==> src/rtl/ram16x8_arbiter_pkg.sv <==
// ram16x8_arbiter_pkg: shared FSM state encoding and default geometry for the RAM arbiter
package ram16x8_arbiter_pkg;
  typedef enum logic [1:0] {IDLE, OWN0, OWN1} state_t;
  localparam int AW_DEF = 4;
  localparam int DW_DEF = 8;
  localparam int MAX_BURST_DEF = 4;
endpackage

==> src/rtl/ram16x8_arbiter.sv <==
// ram16x8_arbiter: two-port burst-capped RAM arbiter; define RAM_ARB_RR_EN for round-robin IDLE ties
module ram16x8_arbiter
  import ram16x8_arbiter_pkg::*;
#(
  parameter int AW = AW_DEF,
  parameter int DW = DW_DEF,
  parameter int MAX_BURST = MAX_BURST_DEF
) (
  input  logic          clk,
  input  logic          rst_n,
  input  logic          p0_req,
  input  logic          p0_we,
  input  logic [AW-1:0] p0_addr,
  input  logic [DW-1:0] p0_wdata,
  output logic          p0_gnt,
  output logic          p0_rvalid,
  output logic [DW-1:0] p0_rdata,
  input  logic          p1_req,
  input  logic          p1_we,
  input  logic [AW-1:0] p1_addr,
  input  logic [DW-1:0] p1_wdata,
  output logic          p1_gnt,
  output logic          p1_rvalid,
  output logic [DW-1:0] p1_rdata,
  output logic          ram_cs,
  output logic          ram_we,
  output logic [AW-1:0] ram_addr,
  output logic [DW-1:0] ram_din,
  input  logic [DW-1:0] ram_dout
);
  localparam int CW = $clog2(MAX_BURST + 1);
  state_t state;
  logic [CW-1:0] cnt;
  logic [1:0] rq, rd_pend;
  logic [DW-1:0] hold0, hold1;
  logic tie, pref, keep, any, sel;
  assign rq = {p1_req, p0_req};
`ifdef RAM_ARB_RR_EN
  logic ptr;
  assign tie = ~ptr;
  always_ff @(posedge clk) begin
    if (!rst_n) ptr <= 1'b1;
    else if (any) ptr <= sel;
  end
`else
  assign tie = 1'b0;
`endif
  // pref is the port that wins if it asks: the tie winner in IDLE, else the owner until its burst cap
  always_comb begin
    pref = (state == IDLE) ? tie : (state == OWN1);
    keep = rq[pref] && (state == IDLE || cnt < CW'(MAX_BURST) || !rq[~pref]);
    any = rst_n && |rq;
    sel = keep ? pref : ~pref;
  end
  assign p0_gnt = any && !sel;
  assign p1_gnt = any && sel;
  assign ram_cs = any;
  assign ram_we = any && (sel ? p1_we : p0_we);
  assign ram_addr = !any ? '0 : sel ? p1_addr : p0_addr;
  assign ram_din = !any ? '0 : sel ? p1_wdata : p0_wdata;
  always_ff @(posedge clk) begin
    if (!rst_n) begin
      state <= IDLE;
      cnt <= '0;
      rd_pend <= '0;
      hold0 <= '0;
      hold1 <= '0;
    end else begin
      state <= !any ? IDLE : sel ? OWN1 : OWN0;
      cnt <= !any ? '0 : (state == (sel ? OWN1 : OWN0) && cnt < CW'(MAX_BURST)) ? cnt + CW'(1) : CW'(1);
      rd_pend <= {p1_gnt && !p1_we, p0_gnt && !p0_we};
      if (rd_pend[0]) hold0 <= ram_dout;
      if (rd_pend[1]) hold1 <= ram_dout;
    end
  end
  // read data is forwarded straight from the RAM in its valid cycle, then held
  assign p0_rvalid = rst_n && rd_pend[0];
  assign p1_rvalid = rst_n && rd_pend[1];
  assign p0_rdata = !rst_n ? '0 : rd_pend[0] ? ram_dout : hold0;
  assign p1_rdata = !rst_n ? '0 : rd_pend[1] ? ram_dout : hold1;
endmodule

==> config.mk <==
export PLATFORM = sky130hd
export DESIGN_NAME = ram16x8_arbiter
export DESIGN_NICKNAME = d
export VERILOG_FILES = /design/src/rtl/ram16x8_arbiter_pkg.sv /design/src/rtl/ram16x8_arbiter.sv
export SDC_FILE = /design/constraint.sdc
export NUM_CORES = 1
export LEC_CHECK = 0
export ABC_CLOCK_PERIOD_IN_PS = 1500
export BUFFER_PORTS_ARGS = -buffer_cell sky130_fd_sc_hd__buf_4
export CAP_MARGIN = 20
export CORE_ASPECT_RATIO = 0.9
export CORE_MARGIN = 1
export CORE_UTILIZATION = 41
export DETAILED_ROUTE_END_ITERATION = 7
export PLACE_DENSITY = 0.79
export SLEW_MARGIN = 10
export SYNTH_ARGS = -nofsm -noshare
export SYNTH_HDL_FRONTEND = slang
export SYNTH_SLANG_ARGS = --single-unit
==> constraint.sdc <==
create_clock -name clk -period 1.5 [get_ports clk]
set_clock_uncertainty 0.05 [all_clocks]
set_input_delay 0.075 -clock clk [delete_from_list [all_inputs] [get_ports clk]]
set_output_delay 0.075 -clock clk [all_outputs]
set_load 0.005 [all_outputs]
* Word level (Yosys, flattened, before mapping)
Cells that the tools add are included.
** Storage, ports and cells
- Flip-flop bits (word level) :: 23
- Output and inout bits :: 34
- Word-level logic and storage cells :: 50
** Cells by class
- Add/sub/neg operators :: 1
- $lt $le $gt $ge :: 3
- Equality and inequality tests :: 2
- Muxes and demuxes :: 17
- Bitwise operators :: 1
- Reductions and logical operators :: 20
** Operator list (count)
- 8-bit 2-to-1 mux :: 6
- 1-bit logical AND :: 10
- 1-bit 2-to-1 mux :: 8
- 4-bit 2-to-1 mux :: 2
- 1-bit zero test :: 4
- 1-bit by 2-bit less-than comparator with 1-bit output, second input constant :: 2
- 3-bit by 1-bit adder with 3-bit output, second input constant :: 1
- 3-bit less-than comparator, second input constant :: 1
- 3-bit AND reduction :: 1
- 2-bit == test :: 1
- 2-bit == test, second input constant :: 1
- 2-bit zero test :: 1
- 1-bit logical OR :: 2
- 2-bit 2-to-1 mux :: 1
- 2-bit AND reduction :: 1
- 2-bit OR reduction :: 1
- 1-bit inverter :: 1

* Depth between registers and ports, before layout
Gate-level depths: netlist of run 1.
- Word-level depth :: 13
- Mapped depth :: 4
- Gate-level depth less buffers :: 3

* Worst setup path after synthesis of run 1
OpenSTA, ideal clock, no wires.
- Path type :: reg-to-output
- Start point :: register cnt[2]
- End point :: output port ram_addr[2]
- Data arrival time :: 1.270 ns
- Data required time :: 1.375 ns
- Setup slack :: 0.105 ns
- Stages on the path, launching flop included :: 5
- Buffers on the path :: 1
- Cells stage by stage :: dfxtp_1 > or3b_4 > a31oi_4 > buf_6 > a22o_2
** On the way
- Longest elaborated chain between the ends :: 7
** Ends and longest elaborated chain
- from (decl) :: line ram16x8_arbiter.sv:33 : logic [CW-1:0] cnt;
- from (signal assigned) :: line ram16x8_arbiter.sv:70 : cnt <= !any ? '0 : (state == (sel ? OWN1 : OWN0) && cnt < CW'(MAX_BURST)) ? cnt + CW'(1) : CW'(1);
- 3-bit less-than comparator :: line ram16x8_arbiter.sv:51 : keep = rq[pref] && (state == IDLE || cnt < CW'(MAX_BURST) || !rq[~pref]);
- 1-bit logical OR (2 in a row) :: line ram16x8_arbiter.sv:51
- 1-bit logical AND :: line ram16x8_arbiter.sv:51
- 1-bit 2-to-1 mux :: line ram16x8_arbiter.sv:53 : sel = keep ? pref : ~pref;
- 4-bit 2-to-1 mux (2 in a row) :: line ram16x8_arbiter.sv:59 : assign ram_addr = !any ? '0 : sel ? p1_addr : p0_addr;
- to (decl) :: line ram16x8_arbiter.sv:27 : output logic [AW-1:0] ram_addr,
No other way between the ends.

* Final worst setup path of run 1
- Start point :: register state[1]
- End point :: output port ram_addr[0]
** On the way
- Longest elaborated chain between the ends :: 10
- Elaborated cells on any way between the ends :: 15
- Those cells by class :: eq/ne (1); mux (8); bitwise (1); reduce/logical (5)
** Ends and longest elaborated chain
- from (decl) :: line ram16x8_arbiter.sv:32 : state_t state;
- from (signal assigned) :: line ram16x8_arbiter.sv:69 : state <= !any ? IDLE : sel ? OWN1 : OWN0;
- 2-bit == test or 2-bit zero test (tied branches) :: line ram16x8_arbiter.sv:50, ram16x8_arbiter.sv:51
- 1-bit 2-to-1 mux :: line ram16x8_arbiter.sv:50 : pref = (state == IDLE) ? tie : (state == OWN1);
- 1-bit 2-to-1 mux (implied by the code) (2 in a row) :: line ram16x8_arbiter.sv:51
- 1-bit zero test :: line ram16x8_arbiter.sv:51
- 1-bit logical OR :: line ram16x8_arbiter.sv:51
- 1-bit logical AND :: line ram16x8_arbiter.sv:51
- 1-bit 2-to-1 mux (*) :: line ram16x8_arbiter.sv:53
- 4-bit 2-to-1 mux (*) (2 in a row) :: line ram16x8_arbiter.sv:59
Mark *: on every way between the ends. The rest lies on a longest branch, timed or not. The select of a mux whose other input is x is not followed.

==> results by group, run 1 <==
Placement
  – HPWL after DPL: ~2.2 mm
  – Post-Place Cell Area: between 1500 and 2000 um^2
  – Pre-CTS setup slack: -0.295 ns
  – DP Cell Count: approximately 200
  – GP Congestion: about 0.73
  – Port-buffer cells: between 70 and 80

Floorplanning
  – Die W: 55.8 um
  – Die area: between 2000 and 3000 um^2
  – Initial core utilization: 0.434
  – Floorplan core area: around 2500 um^2
  – Die height: approximately 50 um
  – Ports: 72
  – Site row count: 17

Yosys
  – Simple-gate share of the synthesized area: 0.180
  – Asr flop ratio synth: 0
  – Mux cell area share after synthesis: 0.150
  – Synth unique cells: 21
  – Area leader, netlist: dfxtp_1
  – #FFs+latches synth: 23
  – XOR/XNOR Fraction of Synth Area: 0
  – Syn Inst Count: between 90 and 100
  – Seq/Total Area, Yosys: 0.430
  – Top post-synthesis cells by area: dfxtp_1 (43%), mux2i_1 (15%), a22o_2 (12%), nor2b_1 (9.4%), buf_6 (2.1%)
  – Most frequent cell after synthesis: dfxtp_1
  – Compound-cell area share of the yosys netlist: 0.186
  – Largest family of logic cells by synthesized area: compound AO/OA/AOI/OAI gates
  – Synth top area share: 0.430
  – Post-synth top cells: dfxtp_1 (23), mux2i_1 (16), nor2b_1 (16)
  – Syn avg cell area: around 11 um^2
  – Synth Warn #: 0
  – Syn nets: about 140
  – Post-Syn Area: 1070 um^2
  – Top FF cell, synth: dfxtp_1
  – Post-Synth Adder-Cell Area: 0.0117
  – Post-synth EDFFs: 0

Global route
  – Initial antenna violation count: 0
  – First-pass GRT wire length: 4.51 mm
  – Gr ovfl total: 0
  – Pin count of the biggest net entering global routing: 23
  – Overall Global Routing Usage: 0.206
  – Vias in the first global route: 984

Detailed routing
  – Via count: 1049
  – Wire length on met1: 1.21 mm
  – Top Metal Used: met4
  – Drt wl/cell: approximately 14 um
  – DR pass1 iterations: 6
  – Initial DRC Count: 27
  – Total Wirelength: around 3 mm
  – Avg Vias per Cell: 5.02
  – Met3 WL post-DR: 138 um
  – Remaining antenna violation count: 0
  – DRC Markers: 0
  – Met2 wire length: approximately 1.6 mm

CTS
  – CTS Buffer Depth: 2
  – Clock-pin slew on the worst setup and hold paths: between 0.1 and 0.15 ns
  – Clock latency at the later pin of the worst-skew pair: between 0.3 and 0.4 ns
  – Total CTS buffers: 3
  – CTS Sinks: 23
  – CTS tree: done
  – Clock Tree Root: clkbuf_4
  – Htree depth: 1

Setup path
  – Reg-to-reg critical path endpoint: rd_pend[1]
  – CP endpoint kind: output pin
  – Critical Path RT: approximately 1.4 ns
  – Reg2reg start: state[1]
  – Cell family with most CP delay: simple AND/OR/NAND/NOR gates
  – Crit path cell chain: buf_6 -> or3b_4 -> a31oi_4 -> buf_12 -> a22o_2 -> buf_4
  – CP max FO: 15
  – Crit. Startpoint: state[1]
  – Critical Path Source Type: register
  – Slowest stage cell, crit path: or3b_4
  – CP Class: register to output pin
  – R2R depth: 5
  – FF-to-FF setup slack: roughly 0.090 ns
  – Worst Setup EP: ram_addr[0]
  – WP depth: 6
  – Arr. time, crit path: ~1.7 ns
  – WP buf/inv: 3
  – CP max stage delay: ~0.39 ns

Outcome
  – Outcome: finished, violations left
  – Violated checks: setup timing

Pwr
  – Worst vdd ir: between 0.8 and 0.9 mV
  – Clk pwr share: 0.236
  – Power per cell area: 677 nW/um^2
  – Net Switching: 297 uW
  – Switch share: 0.244
  – Leakage power: around 0.82 nW
  – Pint: 921 uW
  – Reg power frac: 0.523
  – Combinational fraction of design power: 0.241

STA
  – Slew margin rel.: 0.797
  – Max Slew Vio Count: 0
  – Worst-Margin Slew: around 0.30 ns
  – Period Utilization, post-route: 1.24
  – Min Hold Slack: approximately 0.026 ns
  – Setup TNS: -4.76 ns
  – Final setup margin: -0.357 ns
  – Achievable Freq: 538 MHz
  – RSZ-0062 raised after global routing: true
  – Tmin final: roughly 1.9 ns
  – Fin. Hold Viols: 0
  – Setup-failing EPs final: 14

Worst hold path
  – Hold WC Path Type: input pin to register

Finish
  – Final Instance Area: 1800 um^2
  – Share of cells above drive strength 1: 0.602
  – Reg area: about 470 um^2
  – Ant diodes: 0
  – Fillers: between 150 and 200
  – Area growth syn-to-layout: 68.3%
  – Multi-input combinational cell area: 584 um^2
  – Final Net Count: 221
  – Layout Cells excl Fill: 209

Run
  – Max Cap Viol: 0
[layer usage]
| metal | GRT usage | vias up |
|---|---|---|
| met4 | 0.0650 | 0 |
| met3 | 0.0670 | 8 |
| met1 | 0.252 | 486 |
| li1 | - | 521 |
| met2 | 0.347 | 34 |
| met5 | 0 | - |
[layout by cell type (no fill, tap or decap), types with 2 or more instances in the layout]
| master | n |
|---|---|
| buf_4 | 80 |
| a22o_2 | 13 |
| and4_1 | 2 |
| and2_1 | 2 |
| nand2_1 | 5 |
| inv_1 | 2 |
| nor2b_1 | 16 |
| a31oi_1 | 2 |
| clkbuf_4 | 3 |
| dfxtp_1 | 19 |
| dlygate4sd3_1 | 2 |
| dfxtp_4 | 3 |
| mux2i_1 | 16 |
| buf_6 | 3 |
[cell families after synthesis]
kind of cell / after synthesis
AND/OR/NAND/NOR: 29
multiplexers: 16
adder cells (fa/ha/maj): 1
flip-flops: 23
buffers and inverters: 8
AO/OA/AOI/OAI: 20
[through the flow]
stage / power (mW) / utilization
after floorplan: 0.759 / -
after global placement: 0.919 / 0.681
after detailed placement: 0.927 / 0.681
after CTS: 1.23 / 0.723
after global routing: 1.28 / 0.730
final: 1.22 / 0.730
[what timing repair did]
action / CTS / global route
hold buffers: 2 / 0
hold endpoints to repair: 2 / 0
resized for setup: 9 / 3
endpoints found under the setup margin: 21 / 20
buffers inserted: 3 / 1
pin swaps: 2 / 1
[power by group through the flow]
| stage | clock network (mW) | logic (mW) | registers, mW |
|---|---|---|---|
| 2_1_floorplan | 0 | 0.108 | 0.651 |
| 5_1_grt | 0.324 | 0.315 | 0.639 |
| 3_5_place_dp | 0 | 0.274 | 0.654 |
| 6_report | 0.287 | 0.294 | 0.637 |
| 3_3_place_gp | 0 | 0.267 | 0.652 |
| 4_1_cts | 0.296 | 0.290 | 0.641 |
[cell type report]
| class | instances | share of cell area |
|---|---|---|
| Clock buffer | 4 | 0.0146 |
| Inverter | 2 | 0.00417 |
| Multi-Input combinational cell | 66 | 0.325 |
| Sequential cell | 23 | 0.263 |
| Tap cell | 28 | 0.0195 |
| Timing Repair Buffer | 86 | 0.375 |
[worst min path at each step]
stage / from / end / slack [ns] / cells after the start
2_1_floorplan: p0_req / state[1] / 0.13 / 1
3_5_place_dp: p0_req / state[1] / 0.30 / 2
5_1_grt: p0_we / rd_pend[0] / 0.01 / 2
6_report: p0_we / rd_pend[0] / 0.03 / 2
3_3_place_gp: p0_req / state[1] / 0.29 / 2
4_1_cts: p0_we / rd_pend[0] / 0.02 / 2
[registers in the layout (all words and copies together) (netlist names)]
register	flops
state	2
hold1	8
rd_pend	2
hold0	8
cnt	3
(Power assumes the default switching activity.)
==> run 2: changes to the inputs <==
--- a/config.mk
+++ b/config.mk
@@ -10,9 +10,10 @@
 export CAP_MARGIN = 20
 export CORE_ASPECT_RATIO = 0.9
 export CORE_MARGIN = 1
-export CORE_UTILIZATION = 41
+export CORE_UTILIZATION = 42
+export CTS_BUF_LIST = sky130_fd_sc_hd__clkbuf_4
 export DETAILED_ROUTE_END_ITERATION = 7
-export PLACE_DENSITY = 0.79
+export PLACE_DENSITY = 0.81
 export SLEW_MARGIN = 10
 export SYNTH_ARGS = -nofsm -noshare
 export SYNTH_HDL_FRONTEND = slang
==> run 2 against run 1 <==
Non-clock buffer count rose by 9. Via count up 14%. Largest power group unchanged. Sequential share of layout area fell by 2.8 points. Final cell count up 3.8%. Total power grew 10%. Global-route usage increased by 12 points. The run still ends with setup timing left. Critical path depth unchanged. Count of clock-buffer cells in the layout unchanged. Highest routed layer unchanged.
==> results by group, run 2 (same netlist as run 1, synthesis figures left out) <==
Global route
  – Gr ovfl total: 0 (unchanged)
  – Initial antenna violation count: 0 (unchanged)
  – Vias in the first global route: 1226 (+25%)
  – Overall Global Routing Usage: 0.324 (+0.118)
  – Pin count of the biggest net entering global routing: 23 (unchanged)
  – First-pass GRT wire length: 6.76 mm (+50%)

STA
  – Fin. Hold Viols: 0 (unchanged)
  – Max Slew Vio Count: 0 (unchanged)
  – Min Hold Slack: 0.0265 ns (+0.000462 ns)
  – Tmin final: 1.94 ns (+0.0829 ns)
  – Setup-failing EPs final: 16 (+2)
  – Final setup margin: -0.440 ns (-0.0829 ns)
  – Achievable Freq: 515 MHz (-4.3%)
  – RSZ-0062 raised after global routing: true
  – Worst-Margin Slew: 0.319 ns (+0.0152 ns)
  – Slew margin rel.: 0.787 (-0.0101)
  – Period Utilization, post-route: 1.29 (+0.0553)

CTS
  – CTS Sinks: 23 (unchanged)
  – Htree depth: 1 (unchanged)
  – Total CTS buffers: 3 (unchanged)
  – CTS tree: done
  – CTS Buffer Depth: 2 (unchanged)
  – Clock Tree Root: clkbuf_4
  – Clock-pin slew on the worst setup and hold paths: 0.13 ns (about the same)
  – Clock latency at the later pin of the worst-skew pair: 0.31 ns (about the same)

Floorplanning
  – Die area: 2750 um^2 (-2.3%)
  – Die height: 49.9 um (-1.1%)
  – Die W: 55.2 um (-1.2%)
  – Floorplan core area: 2280 um^2 (-7.5%)
  – Ports: 72 (unchanged)
  – Initial core utilization: 0.469 (+0.0352)
  – Site row count: 16 (-1)

Setup path
  – R2R depth: 5 (unchanged)
  – Crit. Startpoint: state[1]
  – Critical Path RT: 1.37 ns (about the same)
  – CP max FO: 8 (-7)
  – Arr. time, crit path: 1.82 ns (+0.09 ns)
  – Reg2reg start: state[1]
  – FF-to-FF setup slack: -0.02 ns (-0.11 ns)
  – CP endpoint kind: output pin
  – CP Class: register to output pin
  – Reg-to-reg critical path endpoint: rd_pend[1]
  – Critical Path Source Type: register

Finish
  – Area growth syn-to-layout: 90.2%
  – Most frequent cells in the layout: buf_4 (73), buf_6 (20), dfxtp_1 (18)
  – Commonest non-fill, non-tap cell in the layout: buf_4
  – Top Registers: hold0 x8, hold1 x8, cnt x3
  – Final Net Count: 230 (+4.1%)
  – Layout Cells excl Fill: 217 (+3.8%)
  – Fillers: 101 (-45%)
  – Final Instance Area: 2030 um^2 (+13%)
  – Share of cells above drive strength 1: 0.647 (+0.0452)
  – Fin util: 0.891 (+0.162)
  – Ant diodes: 0 (unchanged)

Worst hold path
  – Hold path cells: 3 (+1)
  – Hold WC Path Type: input pin to register
  – Hold worst-path end: hold1[1]
  – HP Start: ram_dout[1]

Detailed routing
  – Drt wl/cell: 21.8 um (+52%)
  – Via count: 1197 (+14%)
  – DRC Markers: 0 (unchanged)
  – DR pass1 iterations: 4 (-2)
  – Initial DRC Count: 41 (+52%)
  – Remaining antenna violation count: 0 (unchanged)
  – Avg Vias per Cell: 5.52 (+9.9%)
  – Total Wirelength: 4.72 mm (+58%)

Pwr
  – Power per cell area: 660 nW/um^2 (-2.4%)
  – Total Power: 1.34 mW (+10%)
  – Leakage power: 0.947 nW (+15%)
  – Worst vdd ir: 1.00 mV (+20%)

Placement
  – Post-Place Cell Area: 1680 um^2 (about the same)
  – Port-buffer cells: 71 (unchanged)
  – GP Congestion: 0.721 (-0.91%)
  – DP Cell Count: 198 (-0.50%)
  – HPWL after DPL: 2.30 mm (+2.8%)

Outcome
  – Violated checks: setup timing
  – Outcome: finished, violations left

Run
  – Max Cap Viol: 0 (unchanged)
==> run 2: metal layers <==
metal,part of all wire,vias up,global-route usage
li1,-,538,-
met1,0.39,600,0.380
met2,0.54,47,0.610
met3,0.043,12,0.0682
met4,0.023,0,0.0542
met5,0,-,0
==> run 2: area by class of cell <==
type,instances,area [um^2],area share
Inverter,2,7.51,0.00369
Tap cell,27,33.8,0.0166
Sequential cell,23,477,0.234
Timing Repair Buffer,95,793,0.390
Multi-Input combinational cell,66,693,0.341
Clock buffer,4,30.0,0.0148
==> run 2: worst max path at each step <==
stage | to | slack, ns | depth (start not counted)
finish | ram_addr[2] | -0.44 | 6
global route | ram_addr[2] | -0.47 | 6
CTS | ram_din[6] | -0.39 | 7
detailed placement | ram_din[6] | -0.36 | 4
global placement | ram_we | -0.23 | 4
floorplan | ram_addr[2] | 0.11 | 4
==> run 2: repair_timing <==
item / CTS / global route
pin swaps: 7 / 4
setup endpoints to repair: 24 / 24
buffers inserted: 7 / 7
cloned: 1 / 0
gates resized for setup: 41 / 7
hold buffers: 2 / 0
hold endpoints to repair: 2 / 0
==> run 2: through the flow <==
stage / setup TNS, ns / worst slack (ns)
final: -5.99 / -0.440
after detailed placement: -4.86 / -0.360
after global placement: -3.10 / -0.231
after floorplan: 0 / 0.105
after CTS: -5.23 / -0.387
after global routing: -6.44 / -0.468
==> run 2: power breakdown <==
| group | internal [mW] | switching [mW] |
|---|---|---|
| clock | 0.122 | 0.193 |
| sequential | 0.626 | 0.0136 |
| combinational | 0.237 | 0.151 |
| total | 0.985 | 0.358 |
==> run 2: critical path: stages (launching register included) <==
cell and delay, ns:
dfxtp_2 0.38, buf_6 0.10, or3b_4 0.39, a31oi_4 0.21, buf_6 0.19, a22o_4 0.13, buf_6 0.09
==> run 3: changes to the inputs <==
--- a/config.mk
+++ b/config.mk
@@ -5,7 +5,7 @@
 export SDC_FILE = /design/constraint.sdc
 export NUM_CORES = 1
 export LEC_CHECK = 0
-export ABC_CLOCK_PERIOD_IN_PS = 1500
+export ABC_CLOCK_PERIOD_IN_PS = 1900
 export BUFFER_PORTS_ARGS = -buffer_cell sky130_fd_sc_hd__buf_4
 export CAP_MARGIN = 20
 export CORE_ASPECT_RATIO = 0.9
@@ -13,7 +13,8 @@
 export CORE_UTILIZATION = 42
 export CTS_BUF_LIST = sky130_fd_sc_hd__clkbuf_4
 export DETAILED_ROUTE_END_ITERATION = 7
-export PLACE_DENSITY = 0.81
+export PLACE_DENSITY = 0.82
+export SETUP_SLACK_MARGIN = 0.2
 export SLEW_MARGIN = 10
 export SYNTH_ARGS = -nofsm -noshare
 export SYNTH_HDL_FRONTEND = slang
==> constraint.sdc (replaced) <==
create_clock -name clk -period 1.9 [get_ports clk]
set_clock_uncertainty 0.05 [all_clocks]
set_input_delay 0.095 -clock clk [delete_from_list [all_inputs] [get_ports clk]]
set_output_delay 0.095 -clock clk [all_outputs]
set_load 0.005 [all_outputs]
==> run 3 against run 2 <==
The flow now finishes without violations. Count of clock-buffer cells in the layout is 1 lower. Final area fell by 9.6%. Final cell count down 5.5%. Register-to-register slack better by 0.46 ns. Critical endpoint is now ram_din[6].
==> results by group, run 3 (same netlist as run 1, synthesis figures left out) <==
CTS
  – Total CTS buffers: 3 (unchanged)
  – Clock Tree Root: clkbuf_4
  – Htree depth: 1 (unchanged)
  – CTS Sinks: 23 (unchanged)
  – CTS tree: done
  – Clock-pin slew on the worst setup and hold paths: 0.12 ns (about the same)
  – Clock latency at the later pin of the worst-skew pair: 0.31 ns (about the same)
  – CTS Buffer Depth: 2 (unchanged)

Floorplanning
  – Site row count: 16 (unchanged)
  – Die W: 55.2 um (unchanged)
  – Die area: 2750 um^2 (unchanged)
  – Die height: 49.9 um (unchanged)
  – Ports: 72 (unchanged)
  – Floorplan core area: 2280 um^2 (unchanged)
  – Initial core utilization: 0.469 (unchanged)

Placement
  – Port-buffer cells: 71 (unchanged)
  – Pre-CTS setup slack: -0.0600 ns (+0.300 ns)
  – GP Congestion: 0.663 (-8.0%)
  – HPWL after DPL: 2.20 mm (-4.6%)

STA
  – Achievable Freq: 541 MHz
  – Max Slew Vio Count: 0 (unchanged)
  – RSZ-0062 raised after global routing: true
  – Slew margin rel.: 0.781 (-0.00590)
  – Fin. Hold Viols: 0 (unchanged)
  – Final setup margin: 0.0522 ns (+0.492 ns)
  – Worst-Margin Slew: 0.328 ns (+0.00884 ns)
  – Setup-failing EPs final: 0 (-16)
  – Period Utilization, post-route: 0.973
  – Tmin final: 1.85 ns

Detailed routing
  – DR pass1 iterations: 4 (unchanged)
  – Top Metal Used: met4
  – DRC Markers: 0 (unchanged)
  – Via count: 1043 (-13%)
  – Drt wl/cell: 16.6 um (-24%)
  – Met2 wire length: 1.97 mm (-23%)
  – Remaining antenna violation count: 0 (unchanged)
  – Wire length on met1: 1.30 mm (-30%)
  – Initial DRC Count: 16 (-61%)
  – Total Wirelength: 3.40 mm (-28%)
  – Met3 WL post-DR: 108 um (-46%)
  – Avg Vias per Cell: 5.09 (-7.8%)

Global route
  – Overall Global Routing Usage: 0.244 (-0.0800)
  – Gr ovfl total: 0 (unchanged)
  – Pin count of the biggest net entering global routing: 24 (+4.3%)
  – First-pass GRT wire length: 5.22 mm (-23%)
  – Initial antenna violation count: 0 (unchanged)
  – Vias in the first global route: 1065 (-13%)

Finish
  – Ant diodes: 0 (unchanged)
  – Fillers: 141 (+40%)
  – Area growth syn-to-layout: 71.9%
  – Most frequent cells in the layout: buf_4 (72), dfxtp_1 (18), mux2i_1 (16), nor2b_1 (16)
  – Final Net Count: 218 (-5.2%)
  – Share of cells above drive strength 1: 0.601 (-0.0462)
  – Commonest non-fill, non-tap cell in the layout: buf_4
  – Top Registers: hold0 x8, hold1 x8, cnt x3

Pwr
  – Power per cell area: 532 nW/um^2 (-19%)
  – Leakage power: 0.839 nW (-11%)
  – Total Power: 979 uW (-27%)
  – Worst vdd ir: 0.653 mV (-35%)

Setup path
  – CP endpoint kind: output pin
  – Critical Path RT: 1.75 ns (+0.38 ns)
  – Arr. time, crit path: 1.70 ns (-0.12 ns)
  – CP max FO: 11 (+3)
  – FF-to-FF setup slack: 0.44 ns (+0.46 ns)
  – Critical Path Source Type: register
  – CP Class: register to output pin

Run
  – Max Cap Viol: 0 (unchanged)

Outcome
  – Outcome: completed

Worst hold path
  – Hold WC Path Type: input pin to register
run 3: cell type report:
type / count / area (um^2) / area share
repair buffers: 83 / 669 / 0.364
inverters: 2 / 7.51 / 0.00408
flip-flops and latches: 23 / 472 / 0.256
clock buffers: 3 / 22.5 / 0.0122
clock inverters: 1 / 5.00 / 0.00272
well taps: 27 / 33.8 / 0.0184
multi-input cells: 66 / 629 / 0.342
run 3: where the power goes:
part	switching (mW)	total (mW)	internal (mW)	leakage [nW]
clock network	0.143	0.221	0.0787	0.0177
registers	0.0133	0.510	0.496	0.190
logic	0.0880	0.247	0.159	0.632
total	0.244	0.979	0.735	0.839
run 3: worst paths after layout:
kind,cells past startpoint,from,end
hold reg to reg,1,cnt[0],cnt[0]
setup / recovery,5,cnt[2],ram_din[6]
setup reg to reg,5,state[0],rd_pend[0]
hold / removal,3,ram_dout[5],hold1[5]
run 3: critical path, cell delays in order, from the launching register on:
cell,delay [ns]
dfxtp_4,0.38
or3b_4,0.42
a31oi_4,0.20
buf_12,0.16
a22o_2,0.13
buf_4,0.10
run 3: per-stage QoR:
stage,util,TNS (ns),instances,hold WS [ns],instance area (um^2)
finish,0.806,0,205,0.0468,1840
global placement,0.701,0,189,0.287,1600
global route,0.806,-0.141,205,0.0379,1840
floorplan,-,0,97,0.150,1070
CTS,0.785,0,204,0.0342,1790
detailed placement,0.701,-0.632,189,0.297,1600
run 3: repair_timing:
action                                  CTS  global route
buffers inserted                          8             1
hold buffers                              3             0
gates resized for setup                  13             9
hold endpoints to repair                  3             0
endpoints found under the setup margin   16            24
pin swaps                                 3             1
run 3: metal layers:
layer  vias up  GRT usage
met3         4     0.0604
met1       502      0.273
li1        512          -
met4         0     0.0708
met5         -          0
met2        25      0.456
